### config.mk
export PLATFORM = sky130hd
export DESIGN_NAME = mm_front_end
export DESIGN_NICKNAME = d
export VERILOG_FILES = /design/src/rtl/mm_copr_pkg.sv /design/src/rtl/mm_skid_fifo.sv /design/src/rtl/mm_front_end.sv
export SDC_FILE = /design/constraint.sdc
export NUM_CORES = 1
export LEC_CHECK = 0
export ABC_AREA = 1
export BUFFER_PORTS_ARGS = -buffer_cell sky130_fd_sc_hd__buf_2
export CAP_MARGIN = 30
export CORE_MARGIN = 2
export CORE_UTILIZATION = 50
export DETAILED_ROUTE_END_ITERATION = 12
export HOLD_SLACK_MARGIN = 0.03
export PLACE_DENSITY = 0.71
export SLEW_MARGIN = 20
export SYNTH_ARGS = -nofsm -noshare
export SYNTH_HDL_FRONTEND = slang
export SYNTH_SLANG_ARGS = --single-unit
export TNS_END_PERCENT = 10
### constraint.sdc
create_clock -name aclk -period 1.4 [get_ports aclk]
set_input_delay 0.35 -clock aclk [delete_from_list [all_inputs] [get_ports aclk]]
set_output_delay 0.35 -clock aclk [all_outputs]
set_load 0.03 [all_outputs]
### src/rtl/mm_copr_pkg.sv
// mm_copr_pkg: FSM encodings and default widths shared by the coprocessor stream engines.
package mm_copr_pkg;
    typedef enum logic [1:0] {IDLE = 2'd0, RUN = 2'd1, DONE = 2'd2} state_t;
    localparam int DATA_W_DEF = 32;
    localparam int ADDR_W_DEF = 10;
endpackage

### src/rtl/mm_skid_fifo.sv
// mm_skid_fifo: 2-entry FIFO that absorbs RAM read latency under accelerator backpressure.
module mm_skid_fifo #(
    parameter int DATA_W = 32
) (
    input  logic              aclk,
    input  logic              aresetn,
    input  logic              wr,
    input  logic [DATA_W-1:0] wdata,
    input  logic              rd,
    output logic [DATA_W-1:0] rdata,
    output logic              empty,
    output logic              full,
    output logic [1:0]        count
);
    logic [DATA_W-1:0] mem [2];
    logic              wp, rp, push, pop;

    assign empty = count == 2'd0;
    assign full  = count == 2'd2;
    assign push  = wr && (!full || rd);
    assign pop   = rd && !empty;
    assign rdata = mem[rp];

    always_ff @(posedge aclk or negedge aresetn) begin
        if (!aresetn) begin
            mem[0] <= '0;
            mem[1] <= '0;
            wp     <= 1'b0;
            rp     <= 1'b0;
            count  <= 2'd0;
        end else begin
            if (push) begin
                mem[wp] <= wdata;
                wp      <= ~wp;
            end
            if (pop) rp <= ~rp;
            count <= count + {1'b0, push} - {1'b0, pop};
        end
    end
endmodule

### src/rtl/mm_front_end.sv
// mm_front_end: streams SIZE tokens from the input buffer RAM to the accelerator port.
// Define MM_FE_BASE_ADDR_EN to add a base_addr input latched with start (reads wrap modulo 2^ADDR_W).
module mm_front_end
    import mm_copr_pkg::*;
#(
    parameter int DATA_W = DATA_W_DEF,
    parameter int ADDR_W = ADDR_W_DEF
) (
    input  logic              aclk,
    input  logic              aresetn,
    input  logic              start,
    input  logic [ADDR_W-1:0] size,
`ifdef MM_FE_BASE_ADDR_EN
    input  logic [ADDR_W-1:0] base_addr,
`endif
    output logic              ram_en,
    output logic [ADDR_W-1:0] ram_addr,
    input  logic [DATA_W-1:0] ram_rdata,
    output logic [DATA_W-1:0] out_data,
    output logic              out_send,
    input  logic              out_rdy,
    output logic              busy,
    output logic              empty,
    output logic              done
);
    state_t            state, state_n;
    logic [ADDR_W-1:0] sz_q, issued, accepted, rd_ptr, first_addr;
    logic              inflight, xfer, room, last, fifo_empty, fifo_full;
    logic [1:0]        fifo_count;

`ifdef MM_FE_BASE_ADDR_EN
    assign first_addr = base_addr;
`else
    assign first_addr = '0;
`endif

    mm_skid_fifo #(.DATA_W(DATA_W)) u_fifo (
        .aclk    (aclk),
        .aresetn (aresetn),
        .wr      (inflight),
        .wdata   (ram_rdata),
        .rd      (xfer),
        .rdata   (out_data),
        .empty   (fifo_empty),
        .full    (fifo_full),
        .count   (fifo_count)
    );

    // A token leaving this cycle frees its slot, which keeps 1 token/cycle sustainable.
    always_comb begin
        out_send = !fifo_empty;
        xfer     = out_send && out_rdy;
        room     = xfer ? !(fifo_full && inflight) : ({1'b0, fifo_count} + {2'b0, inflight} < 3'd2);
        ram_en   = (state == RUN) && (issued != sz_q) && room;
        ram_addr = rd_ptr;
        last     = xfer && (accepted == sz_q - ADDR_W'(1));
        busy     = state == RUN;
        empty    = state == IDLE;
        state_n  = state == IDLE ? ((start && size != '0) ? RUN : IDLE) :
                   state == RUN  ? (last ? DONE : RUN) : IDLE;
    end

    always_ff @(posedge aclk or negedge aresetn) begin
        if (!aresetn) begin
            state    <= IDLE;
            sz_q     <= '0;
            issued   <= '0;
            accepted <= '0;
            rd_ptr   <= '0;
            inflight <= 1'b0;
            done     <= 1'b0;
        end else begin
            state    <= state_n;
            inflight <= ram_en;
            done     <= (state == RUN && last) || (state == IDLE && start && size == '0);
            if (state == IDLE && start) begin
                sz_q     <= size;
                issued   <= '0;
                accepted <= '0;
                rd_ptr   <= first_addr;
            end else begin
                if (ram_en) begin
                    issued <= issued + ADDR_W'(1);
                    rd_ptr <= rd_ptr + ADDR_W'(1);
                end
                if (xfer) accepted <= accepted + ADDR_W'(1);
            end
        end
    end
endmodule

# Yosys cells after proc, flatten, opt, wreduce, memory -nomap -nowiden
# Cells that the tools add are included.
[op_classes]
add_sub_neg = 7
magnitude_cmp = 4
eq_ne = 4
mux = 17
n_bitwise = 4
reduce_logical = 23
[op_table]
columns = ["operator", "count"]
rows = [
  ["$mux W32", 4],
  ["$bwmux W64", 1],
  ["$mux W10", 6],
  ["$demux W32 S1", 1],
  ["$add A10 B1 Y10 const B", 3],
  ["$logic_and A1 B1 Y1", 12],
  ["$eq A10 B10 Y1", 1],
  ["$logic_not A10 Y1", 1],
  ["$ne A10 B10 Y1", 1],
  ["$reduce_bool A10 Y1", 1],
  ["$sub A10 B1 Y10 const B", 1],
  ["$mux W2", 3],
  ["$ge A2 B2 Y1 const B", 2],
  ["$logic_not A2 Y1", 2],
  ["$not A1 Y2", 2],
  ["$reduce_bool A2 Y1", 2],
  ["$add A2 B1 Y3", 1],
  ["$logic_not A1 Y1", 3],
  ["$lt A3 B2 Y1 const B", 1],
  ["$add A2 B1 Y2", 1],
  ["$eq A2 B1 Y1 const B", 1],
  ["$eq A2 B2 Y1 const B", 1],
  ["$logic_or A1 B1 Y1", 2],
  ["$lt A2 B1 Y1 const B", 1],
  ["3 further kinds", 5],
]
[totals]
regBits = 112
inputBits = 46
output_inout_bits = 47
elab_cells = 71

# Logic depth before layout (Yosys ltp)
[depth]
depth_word = 7
ltp_mapped = 12
mapped_depth_nobuf = 12

# By module
# Synthesis repeated with hierarchy kept, for this count alone.
[hier_totals]
hier_cells = 807
area_unflattened_um2 = 6122.1
[modules_own_cells]
columns = ["mod", "n_inst", "cells_each", "area_each_um2", "seq_area_each_um2"]
rows = [
  ["mm_skid_fifo", 1, 414, 3289.4, 1701.6],
  ["mm_front_end", 1, 393, 2832.7, 1101.1],
]

# Worst setup path before layout
# Ideal clock, no wire load.
[synth_path]
path_kind = "register to output"
from = "register state[1]"
to = "output port ram_en"
arrival_ns = 1.654
required_time_ns = 1.050
path_slack_ns = -0.604
stages_incl_launch_ff = 5
path_buffers = 0
cell_sequence = "dfrtp_1 -> nor2_1 -> a21boi_2 -> nand2_1 -> inv_1"
[synth_via]
elab_chain_cells = 3
[synth_lines]
columns = ["item", "line", "source"]
rows = [
  ["from (decl)", "mm_front_end.sv:26", "state_t state, state_n;"],
  ["from (signal assigned)", "mm_front_end.sv:73", "state <= state_n;"],
  ["$eq A2 B1 Y1", "n/a", ""],
  ["via busy", "mm_front_end.sv:22", "output logic busy,"],
  ["$logic_and A1 B1 Y1 (2 in a row)", "mm_front_end.sv:54", "ram_en = (state == RUN) && (issued != sz_q) && room;"],
  ["to (decl)", "mm_front_end.sv:16", "output logic ram_en,"],
]
# The timed path passes the listed nets, and every way through them passes these cells.

# Worst setup path after layout
[layout_path]
from = "register sz_q[7]"
to = "output port ram_en"
[layout_via]
elab_chain_cells = 3
[layout_lines]
columns = ["item", "line", "source"]
rows = [
  ["from (decl)", "mm_front_end.sv:27", "logic [ADDR_W-1:0] sz_q, issued, accepted, rd_ptr, first_addr;"],
  ["from (signal assigned)", "mm_front_end.sv:77", "sz_q <= size;"],
  ["$ne A10 B10 Y1", "mm_front_end.sv:54", ""],
  ["$logic_and A1 B1 Y1 (2 in a row)", "mm_front_end.sv:54", ""],
]
# No other way between the ends.

==> flow_summary_export.csv <==
group,metric,value,unit
sta,tightest_slew,0.323,ns
routing,drt_first_pass_iters,6,
yosys,synth_area_leaders,"dfrtp_1 (48%), nand2_1 (18%), inv_1 (5.9%)",
cts,h-tree-depth,3,
finish,mostFrequentLayoutCells,"nand2_1 (211), dfrtp_1 (106), inv_1 (89)",
finish,antenna_cells,0,
power,total_power,21500,uW
cts,cts_inserted_buffers,9,
critical_path,path_class,"flop to output port",
flow_run,drv_cap,0,
critical_path,endpoint_kind,"output port",
cts,clock_sinks,112,
sta,max_slew_margin,78.3,%
critical_path,r2r_start,"sz_q[1]",
sta,worst_slack,-0.489,ns
yosys,syn_nets,818,
die,dieArea,0.0127,mm^2
cts,cts_buffer_depth,2,
die,start_util,51.3,%
placement,gp_congestion,0.875,
placement,hpwl,9800,um
critical_path,crit_chain,"xnor2_1, nand3_1, nor2_2, nand2_2, nand2_2, inv_4, buf_6",
critical_path,critPathRequiredTime,1.05,ns
die,coreArea,0.0115,mm^2
routing,drtIter0Drc,412,
die,fp.dieH,113,um
hold_path,holdPathStages,3,
placement,post-place-ws,-0.278,ns
yosys,synth_cell_types,32,
outcome,violations,"setup timing",
sta,max_freq,529,MHz
placement,portBuffers,92,
routing,viasPerCell,5.12,
yosys,syn_avg_cell_area,7.69,um^2
finish,final_common_cell,"nand2_1",
critical_path,arrival,1.54,ns
die,io_pins,93,
cts,tritoncts,"built",
critical_path,critPathMaxFanout,2,
sta,finalMaxSlewViolations,0,
global_routing,antenna_found_initial,0,
sta,finalSetupViolCount,110,
global_routing,grt_pass1_wl,25100,um
hold_path,hp-start,"size[4]",
global_routing,grt.total_usage,24.6,%
sta,min_period,1.89,ns
power,p_per_area,2650,mW/mm^2
critical_path,path_buf_inv,2,
global_routing,grt_overflow,0,
routing,num_vias,5438,
sta,finalHoldViolations,0,
sta,rsz0062_at_grt,"yes",
finish,fin_nets,966,
hold_path,hold_path_class,"input pin to flop",
yosys,ys_warn_count,0,
critical_path,critPathSlowestCell,"dfrtp_1",
finish,drive_above_1_share,33.9,%
routing,route.detailed.drc,0,
routing,wirelength,15600,um
power,peakVddDrop,0.00208,V
cts,clock_latency,0.36,ns
outcome,status,"complete, but fails checks",
power,p_leak,0.00444,uW
critical_path,crit_top_cell,"nand2_2",
yosys,yosysTopAreaCell,"dfrtp_1",
yosys,synth_cells,766,
die,rows,39,
critical_path,critPathTopFamily,"simple AND/OR/NAND/NOR gates",
critical_path,cp-start-kind,"flop",
cts,cts-root-buf,"clkbuf_16",
finish,area_growth,37.7,%
hold_path,min_to,"sz_q[4]",
global_routing,grt_pass1_vias,5244,
critical_path,r2r_cells,11,
die,die-width,113,um
global_routing,grt_max_degree,49,
yosys,synth_top_cell_area_share,47.6,%
routing,drt-wirelength-per-cell,14.7,um
critical_path,worstReg2RegEnd,"state[0]",
sta,finalCritPeriodShare,135,%
critical_path,regToRegSetupSlack,-0.35,ns
yosys,yosysSeqAreaShare,47.6,%
yosys,synth.cell_area,0.00589,mm^2
cts,clk_pin_slew,0.08,ns
sta,skew,0.00709,ns
routing,detail-route-antenna-nets,0,
yosys,ys_ff_latch,112,
critical_path,cp_slowest_stage_delay,0.40,ns
registers in the layout, summed over array words and instances, names as in the netlist, 2 cells and up:
signal / flops
accepted: 10
u_fifo.count: 2
ram_addr: 10
sz_q: 10
state: 2
issued: 10
u_fifo.mem: 64
cells by family (layout without fill, tap and decap cells):
group | after synthesis | count (layout) | share of synthesized area (%)
AOI/OAI and AO/OA | 89 | 89 | 9.31
xor gates and xnor gates | 30 | 30 | 4.46
adders and majority gates | 6 | 6 | 1.28
buffers and inverters | 126 | 279 | 9.18
DFF | 112 | 112 | 47.6
and+or+nand+nor | 403 | 403 | 28.2
synth_stat cells:
| library cell | count |
|---|---|
| inv_1 | 93 |
| a211oi_1 | 2 |
| clkbuf_1 | 18 |
| nor4_1 | 1 |
| o21bai_1 | 1 |
| nand2_1 | 284 |
| or2_0 | 1 |
| buf_4 | 2 |
| nor2_1 | 38 |
| nor3b_1 | 1 |
| o21ai_1 | 9 |
| buf_8 | 2 |
| ha_1 | 6 |
| buf_2 | 5 |
| clkinv_1 | 1 |
| clkbuf_2 | 1 |
| nor3_1 | 5 |
| nand2_4 | 1 |
| nand2_2 | 3 |
| a21boi_2 | 1 |
| buf_6 | 4 |
| o31ai_1 | 1 |
| o21ai_0 | 47 |
| or2_1 | 1 |
| nand4_1 | 20 |
| a21oi_1 | 5 |
| xnor2_1 | 11 |
| or2_2 | 2 |
| nand3_1 | 46 |
| o21ai_2 | 23 |
| xor2_1 | 19 |
| dfrtp_1 | 112 |
worst max path at each step:
stage               slack, ns           to  cells after the start  startpoint
floorplan               -0.13  accepted[9]                      6    state[1]
global placement        -0.22     state[0]                     10     sz_q[1]
detailed placement      -0.28     state[0]                     11     sz_q[0]
CTS                     -0.49       ram_en                      8     sz_q[3]
global route            -0.62       ram_en                      8     sz_q[2]
finish                  -0.49       ram_en                      7     sz_q[7]
power by group:
part	leakage [uW]	total [uW]	internal (uW)	switching, uW
sequential	0.00140	5840	4630	1200
clock	0.000153	2750	1440	1300
combinational	0.00288	12900	5590	7310
total	0.00444	21500	11700	9820
metal layers:
metal  wire [um]  GRT usage (%)
met5           0              0
met4         340           7.97
met3         590           2.97
met2        8090           43.8
met1        6560           31.4
area by class of cell:
type | count | area (um^2)
fill | 863 | 3360
multi-input combinational | 528 | 2920
sequential | 112 | 2810
timing repair buffer | 169 | 1520
inverter | 94 | 368
clock buffer | 10 | 229
tap | 143 | 179
clock inverter | 6 | 81.3
stage by stage:
step                TNS [ns]  cell area, um^2  std cells  util (%)  hold slack (ns)
CTS                   -16.55             7900       1060      68.9            0.209
global placement       -6.95             6990       1035      61.0            0.355
floorplan             -13.22             5920        766         -           0.0544
detailed placement    -12.63             6990       1035      61.0            0.360
global route          -27.82             8110       1062      70.7            0.234
finish                -16.61             8110       1062      70.7            0.213
worst min-delay path, stage by stage:
cell and delay, ns:
buf_2 0.09, nand2_1 0.04, o21ai_0 0.05
repair_timing:
| action | CTS | global route |
|---|---|---|
| hold buffers | 1 | 0 |
| hold endpoints to repair | 65 | 0 |
| buffers inserted | 5 | 2 |
| gates cloned | 4 | 1 |
| gates resized for setup | 150 | 70 |
| endpoints found under the setup margin | 135 | 137 |
| pin swaps | 22 | 23 |
(Power assumes the default switching activity.)
